### config.mk
export PLATFORM = sky130hd
export DESIGN_NAME = mem_access
export DESIGN_NICKNAME = d
export VERILOG_FILES = /design/src/rtl/riscv_pkg.sv /design/src/rtl/mem_access_load_align.sv /design/src/rtl/mem_access.sv
export SDC_FILE = /design/constraint.sdc
export NUM_CORES = 1
export LEC_CHECK = 0
export ABC_AREA = 1
export CORE_ASPECT_RATIO = 0.8
export CORE_MARGIN = 3
export CORE_UTILIZATION = 44
export DETAILED_ROUTE_END_ITERATION = 10
export GPL_ROUTABILITY_DRIVEN = 0
export PLACE_DENSITY = 0.81
export SLEW_MARGIN = 20
export SYNTH_ARGS = -nofsm -noshare
export SYNTH_HDL_FRONTEND = slang
export SYNTH_SLANG_ARGS = --single-unit
export TNS_END_PERCENT = 20
### constraint.sdc
create_clock -name clk -period 5.7 [get_ports clk]
set_clock_uncertainty 0.2 [all_clocks]
set_input_delay 1.71 -clock clk [delete_from_list [all_inputs] [get_ports clk]]
set_output_delay 1.71 -clock clk [all_outputs]
set_load 0.05 [all_outputs]
### src/rtl/riscv_pkg.sv
// Shared RV32I definitions: load/store funct3 encodings, the load/store FSM
// state type and a byte-enable helper.
package riscv_pkg;

  localparam logic [2:0] F3_B  = 3'b000;
  localparam logic [2:0] F3_H  = 3'b001;
  localparam logic [2:0] F3_W  = 3'b010;
  localparam logic [2:0] F3_BU = 3'b100;
  localparam logic [2:0] F3_HU = 3'b101;

  typedef enum logic [1:0] {
    ST_IDLE = 2'd0,
    ST_REQ  = 2'd1,
    ST_DONE = 2'd2
  } state_t;

  // Byte-lane enables from access size (funct3[1:0]) and byte offset.
  function automatic logic [3:0] byte_enables(input logic [1:0] size,
                                              input logic [1:0] offset);
    logic [3:0] be;
    case (size)
      2'b00:   be = 4'b0001 << offset;
      2'b01:   be = 4'b0011 << offset;
      default: be = 4'b1111;
    endcase
    return be;
  endfunction

endpackage

### src/rtl/mem_access_load_align.sv
// Load alignment: picks the addressed lane out of the read word and
// sign- or zero-extends it according to funct3.
module load_align
  import riscv_pkg::*;
(
  input  logic [31:0] rdata,
  input  logic [1:0]  offset,
  input  logic [2:0]  funct3,
  output logic [31:0] load_data
);

  logic [31:0] shifted;

  // Move the addressed byte/halfword down to bit 0, then extend.
  always_comb begin
    shifted = rdata >> {offset, 3'b000};
    case (funct3)
      F3_B:    load_data = {{24{shifted[7]}}, shifted[7:0]};
      F3_H:    load_data = {{16{shifted[15]}}, shifted[15:0]};
      F3_BU:   load_data = {24'd0, shifted[7:0]};
      F3_HU:   load_data = {16'd0, shifted[15:0]};
      default: load_data = rdata;
    endcase
  end

endmodule

### src/rtl/mem_access.sv
// RV32I load/store unit: one access per request over a single-outstanding
// req/ready data-memory port, with local trapping of misaligned accesses and
// illegal funct3 encodings.
module mem_access
  import riscv_pkg::*;
(
  input  logic        clk,
  input  logic        rst,
  input  logic        start,
  input  logic        mem_read,
  input  logic        mem_write,
  input  logic [2:0]  funct3,
  input  logic [31:0] addr,
  input  logic [31:0] wdata,
  input  logic [4:0]  rd,
  output logic        busy,
  output logic        done,
  output logic        fault,
  output logic [31:0] load_data,
  output logic [4:0]  wb_rd,
  output logic        wb_we,
  output logic        dmem_req,
  output logic        dmem_we,
  output logic [31:0] dmem_addr,
  output logic [3:0]  dmem_be,
  output logic [31:0] dmem_wdata,
  input  logic        dmem_ready,
  input  logic [31:0] dmem_rdata
);

  state_t      state;
  logic        is_load_q;
  logic [2:0]  funct3_q;
  logic [1:0]  offset_q;

  logic        req_fault;
  logic        req_noop;
  logic [3:0]  req_be;
  logic [31:0] req_wdata;
  logic [31:0] aligned;

  assign busy = (state != ST_IDLE);

  // Classify the incoming request: fault, no-op, or a real memory access.
  always_comb begin
    req_fault = 1'b0;
    req_noop  = !mem_read && !mem_write;
    if (mem_read && mem_write) begin
      req_fault = 1'b1;
    end else if (mem_read) begin
      case (funct3)
        F3_B, F3_BU: req_fault = 1'b0;
        F3_H, F3_HU: req_fault = addr[0];
        F3_W:        req_fault = (addr[1:0] != 2'b00);
        default:     req_fault = 1'b1;
      endcase
    end else if (mem_write) begin
      case (funct3)
        F3_B:    req_fault = 1'b0;
        F3_H:    req_fault = addr[0];
        F3_W:    req_fault = (addr[1:0] != 2'b00);
        default: req_fault = 1'b1;
      endcase
    end
  end

  // Byte enables and lane-replicated store data for the incoming request.
  always_comb begin
    req_be = byte_enables(funct3[1:0], addr[1:0]);
    case (funct3[1:0])
      2'b00:   req_wdata = {4{wdata[7:0]}};
      2'b01:   req_wdata = {2{wdata[15:0]}};
      default: req_wdata = wdata;
    endcase
  end

  load_align u_load_align (
    .rdata     (dmem_rdata),
    .offset    (offset_q),
    .funct3    (funct3_q),
    .load_data (aligned)
  );

  // Request FSM; the memory port and writeback outputs are all registered.
  always_ff @(posedge clk or posedge rst) begin
    if (rst) begin
      state      <= ST_IDLE;
      is_load_q  <= 1'b0;
      funct3_q   <= '0;
      offset_q   <= '0;
      done       <= 1'b0;
      fault      <= 1'b0;
      load_data  <= '0;
      wb_rd      <= '0;
      wb_we      <= 1'b0;
      dmem_req   <= 1'b0;
      dmem_we    <= 1'b0;
      dmem_addr  <= '0;
      dmem_be    <= '0;
      dmem_wdata <= '0;
    end else begin
      done  <= 1'b0;
      fault <= 1'b0;
      wb_we <= 1'b0;
      case (state)
        ST_IDLE: begin
          if (start) begin
            is_load_q <= mem_read;
            funct3_q  <= funct3;
            offset_q  <= addr[1:0];
            wb_rd     <= rd;
            if (req_fault || req_noop) begin
              state <= ST_DONE;
              done  <= 1'b1;
              fault <= req_fault;
            end else begin
              state      <= ST_REQ;
              dmem_req   <= 1'b1;
              dmem_we    <= mem_write;
              dmem_addr  <= {addr[31:2], 2'b00};
              dmem_be    <= req_be;
              dmem_wdata <= req_wdata;
            end
          end
        end
        ST_REQ: begin
          if (dmem_ready) begin
            state    <= ST_DONE;
            dmem_req <= 1'b0;
            dmem_we  <= 1'b0;
            done     <= 1'b1;
            wb_we    <= is_load_q;
            if (is_load_q) begin
              load_data <= aligned;
            end
          end
        end
        ST_DONE: state <= ST_IDLE;
        default: state <= ST_IDLE;
      endcase
    end
  end

endmodule

==> impl_metrics.py, run 1 <==
metrics = {
    "timing": {
        "setup_violations": 0,
        "period_needed_ns": 3.73,
        "hold_viol": 0,
        "final.period_utilization_pct": 65.4,
        "rsz0062_at_grt": "no",
        "fmax_mhz": 268,
        "slew_violations": 0,
        "tightest_slew_ns": 0.970,
        "relSlewSlack_pct": 35.3,
        "finalWorstSetupSlack_ns": 1.97,
        "finalSetupTns_ns": 0,
    },
    "floorplan": {
        "die_h_um": 107,
        "dieArea_um2": 14100,
        "core_um2": 12300,
        "fp.dieW_um": 132,
        "ios": 221,
        "row_count": 36,
        "start_util_pct": 45.5,
    },
    "critical_path": {
        "critical_path_required_ns": 3.79,
        "critical_path_class": "reg2out",
        "slowest_stage": "clkdlybuf4s50_1",
        "worstPathCellList": "nor2_1 -> inv_1 -> clkdlybuf4s50_1",
        "arrival_ns": 1.82,
        "startpoint_type": "flop",
        "path_max_fanout": 4,
        "max_stage_delay_ns": 0.70,
        "worst_setup_path_end_kind": "output pin",
    },
    "clock_network": {
        "clock_latency_ns": 0.40,
        "numCtsBuffers": 17,
        "ctsHoldBuffers": 0,
        "cts_buffer_depth": 2,
        "clk_pin_slew_ns": 0.05,
        "cts_resized": 0,
        "cts_tree": "built",
        "clock_sinks": 116,
        "htreeDepth": 4,
        "cts_setup_buffers": 0,
        "cts-root-buf": "clkbuf_16",
    },
    "route": {
        "drt-total-wl_um": 17300,
        "antenna_left": 0,
        "drtPass1Iterations": 7,
        "route.detailed.drc": 0,
        "vias": 5469,
        "dr.first_iter.drc_count": 537,
        "drt-wirelength-per-cell_um": 15.5,
        "viasPerCell": 4.90,
    },
    "outcome": {
        "status": "finished, final reports clean",
    },
    "grt": {
        "grt_pass1_vias": 5307,
        "grt_max_degree": 80,
        "track_usage_pct": 24.8,
        "grt_overflow": 0,
        "antenna_found_initial": 0,
        "grt_pass1_wl_um": 27600,
    },
    "finish": {
        "final_util_pct": 68.7,
        "fin_nets": 1042,
        "fillers": 991,
        "final_layout_size_suffix_gt1_share_pct": 7.63,
        "area_growth_pct": 50.9,
        "layout.cells.non_filler": 1115,
        "antenna_cells": 0,
    },
    "yosys": {
        "syn_inst": 729,
        "synth-seq-area-share_pct": 51.9,
        "syn_area_per_cell_um2": 7.68,
        "yosysUniqueCellTypes": 25,
        "yosysWarnings": 0,
        "syn-cell-area_um2": 5600,
        "ys_ff_latch": 116,
    },
    "placement": {
        "port_buffers": 218,
        "place_ws_ns": 1.60,
        "dp_cells": 1084,
        "hpwl_um": 12300,
    },
    "power_and_ir_drop": {
        "peakVddDrop_v": 0.000311,
        "power.density_nw_per_um2": 566,
        "p_leak_nw": 4.17,
        "finalPower_mw": 4.78,
    },
    "worst_hold_path": {
        "hp-class": "reg2reg",
    },
    "job": {
        "drv_cap": 0,
    },
}
==> area by class of cell <==
type / instances / area (um2) / share of cell area (%)
Clock buffer: 21 / 460 / 5.45
Clock inverter: 10 / 155 / 1.84
Inverter: 50 / 190 / 2.25
Multi-Input combinational cell: 523 / 2290 / 27.1
Sequential cell: 116 / 2900 / 34.4
Tap cell: 171 / 214 / 2.53
Timing Repair Buffer: 224 / 2240 / 26.5
==> power by group <==
group          internal [mW]  switching [mW]  leakage [nW]  total [mW]
clock                  0.748           0.368         0.299        1.12
sequential              1.13           0.204          1.45        1.33
combinational          0.773            1.56          2.42        2.33
total                   2.65            2.13          4.17        4.78
==> placed cells by master, fill, tap and decap left out, types with 2 or more instances in the layout <==
master and count:
buf_4 5, clkbuf_1 2, nor2_1 14, o21ai_1 3
o21ai_0 42, nand2_1 341, clkbuf_8 2, inv_1 45
dfrtp_1 116, conb_1 2, a21oi_1 29, or2_2 24
mux2_2 5, clkinvlp_4 2, clkdlybuf4s50_1 218, clkbuf_16 17
clkinv_2 4, bufinv_16 4, nand3_1 42, o211ai_1 15
inv_2 3
==> per-stage QoR <==
step,hold WS (ns),instance area [um2]
global route,0.282,8450
global placement,0.253,7830
detailed placement,0.257,7830
CTS,0.270,8450
finish,0.266,8450
floorplan,0.254,5600
==> path summary, 6_finish.rpt <==
kind | startpoint | endpoint | slack (ns) | depth (start not counted)
worst min register to register | dmem_be[2] | dmem_be[2] | 0.27 | 2
worst max register to register | funct3_q[1] | load_data[25] | 3.10 | 7
worst max-delay path | state[0] | busy | 1.97 | 3
min in group asynchronous | rst | load_data[25] | 1.68 | 2
max in group asynchronous | rst | dmem_wdata[30] | 2.74 | 3
worst min-delay path | dmem_be[2] | dmem_be[2] | 0.27 | 2
==> critical path: cells and delay by family (launching register included) <==
kind	cells	cell delay [ns]
buffers and inverters	2	0.78
DFF	1	0.41
and+or+nand+nor	1	0.22
==> sequential cells by signal (all words and copies together), names as in the netlist <==
| register | flops |
|---|---|
| fault | 1 |
| wb_rd | 5 |
| funct3_q | 3 |
| dmem_be | 4 |
| load_data | 32 |
| dmem_we | 1 |
| dmem_req | 1 |
| done | 1 |
| dmem_wdata | 32 |
| state | 2 |
| is_load_q | 1 |
| wb_we | 1 |
| offset_q | 2 |
| dmem_addr | 30 |
==> kinds of logic after synthesis <==
kind of cell / after synthesis / synth area share (%)
AND/OR/NAND/NOR: 427 / 31.1
flip-flops: 116 / 51.9
buffers and inverters: 91 / 7.35
AO/OA/AOI/OAI: 89 / 8.63
multiplexers: 5 / 1.01
other: 1 / 0.0670
==> synthesized netlist by cell type <==
master,count,area share [%]
conb_1,1,0.067
nor2_1,14,0.94
buf_1,2,0.13
o21ai_0,42,3.8
inv_1,46,3.1
o21ai_1,3,0.27
a21oi_1,29,2.6
or2_2,24,2.7
nand4_2,1,0.22
nand4_1,1,0.11
buf_4,10,1.3
nand2_2,1,0.11
o211ai_1,15,2.0
clkinv_1,1,0.067
inv_2,3,0.20
nor2_4,1,0.20
buf_2,14,1.3
clkbuf_1,13,0.87
buf_6,2,0.40
nor2_2,1,0.11
nand3_1,42,3.8
nand2_1,341,23
mux2_2,5,1.0
dfrtp_1,116,52
nor3_1,1,0.089
==> per-layer routing <==
layer / part of all wire (%) / GRT usage [%] / vias up
met2: 45 / 37.9 / 250
met1: 42 / 32.3 / 2492
li1: - / - / 2698
met3: 11 / 9.94 / 29
met5: 0 / 0 / -
met4: 2.0 / 8.02 / 0
Note: power is estimated with default switching activity, not from simulation.
==> run 2: changes to the inputs <==
- clock period: 5.7 -> 3.9 ns (I/O delays scaled with it)
==> impl_metrics.py, run 2 (same netlist as run 1, synthesis figures left out) <==
metrics = {
    "floorplan": {
        "die_h_um": 107,
        "fp.dieW_um": 132,
        "dieArea_um2": 14100,
        "core_um2": 12300,
        "start_util_pct": 45.5,
        "row_count": 36,
        "ios": 221,
    },
    "route": {
        "vias": 5444,
        "drt-wirelength-per-cell_um": 15.3,
        "viasPerCell": 4.89,
        "drt-total-wl_um": 17100,
        "route.detailed.drc": 0,
        "drtPass1Iterations": 5,
        "antenna_left": 0,
        "dr.first_iter.drc_count": 509,
    },
    "worst_hold_path": {
        "hp-class": "reg2reg",
    },
    "timing": {
        "period_needed_ns": 3.28,
        "setup_violations": 0,
        "final.period_utilization_pct": 84.1,
        "finalWorstSetupSlack_ns": 0.619,
        "slew_violations": 0,
        "hold_viol": 0,
        "relSlewSlack_pct": 39.4,
        "fmax_mhz": 305,
        "finalSetupTns_ns": 0,
        "tightest_slew_ns": 0.909,
        "rsz0062_at_grt": "no",
    },
    "critical_path": {
        "slowest_stage": "clkinv_2",
        "worstPathCellList": "clkdlybuf4s50_1 -> inv_1 -> nand3_1 -> nand2_1 -> nand4_2 -> nor2_4 -> clkinv_2 -> nand2_1 -> nand2_1",
        "startpoint_type": "primary input",
        "critical_path_required_ns": 3.97,
        "worst_setup_path_end_kind": "flop",
        "cp_common_cell": "nand2_1",
        "path_max_fanout": 68,
        "critical_path_class": "in2reg",
        "max_stage_delay_ns": 0.70,
        "arrival_ns": 3.35,
    },
    "placement": {
        "place_ws_ns": 0.272,
        "dp_cells": 1084,
        "place_area_um2": 7840,
        "port_buffers": 218,
        "hpwl_um": 12100,
    },
    "power_and_ir_drop": {
        "pwr-share-clk_pct": 23.5,
        "combPwrFrac_pct": 49.0,
        "peakVddDrop_v": 0.000449,
        "power.density_nw_per_um2": 829,
        "pwr-share-seq_pct": 27.5,
        "p_leak_nw": 4.17,
        "p_int_mw": 3.91,
        "switchingPower_mw": 3.11,
        "switching_share_pct": 44.3,
    },
    "clock_network": {
        "cts_resized": 0,
        "cts_setup_buffers": 0,
        "cts-root-buf": "clkbuf_16",
        "cts_buffer_depth": 2,
        "clock_sinks": 116,
        "ctsHoldBuffers": 0,
        "clock_latency_ns": 0.39,
        "cts_tree": "built",
        "numCtsBuffers": 17,
        "htreeDepth": 4,
        "clk_pin_slew_ns": 0.05,
    },
    "finish": {
        "top_regs": "dmem_wdata: 32 flops, load_data: 32 flops, dmem_addr: 30 flops",
        "layout.cells.non_filler": 1114,
        "final_util_pct": 68.9,
        "area_growth_pct": 51.3,
        "antenna_cells": 0,
        "fin_nets": 1042,
        "layout_common_cells": "nand2_1 (341), clkdlybuf4s50_1 (218), dfrtp_1 (116)",
        "final_layout_size_suffix_gt1_share_pct": 7.74,
        "mostFrequentLayoutCell": "nand2_1",
        "fillers": 1007,
        "final_area_um2": 8470,
    },
    "grt": {
        "grt_overflow": 0,
        "grt_pass1_wl_um": 27400,
        "antenna_found_initial": 0,
        "grt_pass1_vias": 5192,
        "grt_max_degree": 117,
        "track_usage_pct": 24.6,
    },
    "outcome": {
        "status": "finished, final reports clean",
    },
    "job": {
        "drv_cap": 0,
    },
}
-- run 2: layout make-up --
class                      count  area (um2)  share of cell area [%]
clock buffer                  21         480                    5.67
clock inverter                 9         151                    1.79
inverter                      50         193                    2.28
multi-input combinational    523        2290                    27.0
sequential                   116        2900                    34.3
tap                          171         214                    2.53
timing repair buffer         224        2240                    26.4
-- run 2: path summary, 6_finish.rpt --
path                             start             end  slack [ns]  cells past startpoint
min reg2reg                 dmem_be[2]      dmem_be[2]        0.26                      2
min in group asynchronous          rst        wb_rd[4]        1.08                      3
max in group asynchronous          rst    load_data[5]        1.93                      3
min                         dmem_be[2]      dmem_be[2]        0.26                      2
max reg2reg                offset_q[0]   load_data[27]        1.41                      7
max                            addr[0]  dmem_wdata[10]        0.62                      9
-- run 2: stage by stage --
stage                     hold WS, ns  power (mW)
after detailed placement        0.257        5.37
final                           0.265        7.02
after CTS                       0.270        7.06
after global placement          0.253        5.34
after floorplan                 0.254        4.15
after global routing            0.288        7.37
-- run 2: critical path: cells and delay by family --
family | cells | cell delay (ns)
simple gates | 6 | 0.81
buf+inv | 3 | 1.36
-- run 2: power by group through the flow --
stage               clock network [mW]  logic [mW]  registers (mW)
global route                      1.75        3.63            1.99
global placement                     0        3.41            1.93
CTS                               1.68        3.45            1.93
floorplan                            0       0.741            3.41
detailed placement                   0        3.44            1.93
finish                            1.65        3.44            1.93
-- run 2: metal layers --
metal	part of all wire, %	global-route usage [%]
met1	43	32.0
met2	45	37.7
met5	0	0
met3	11	11.1
met4	1.7	6.52
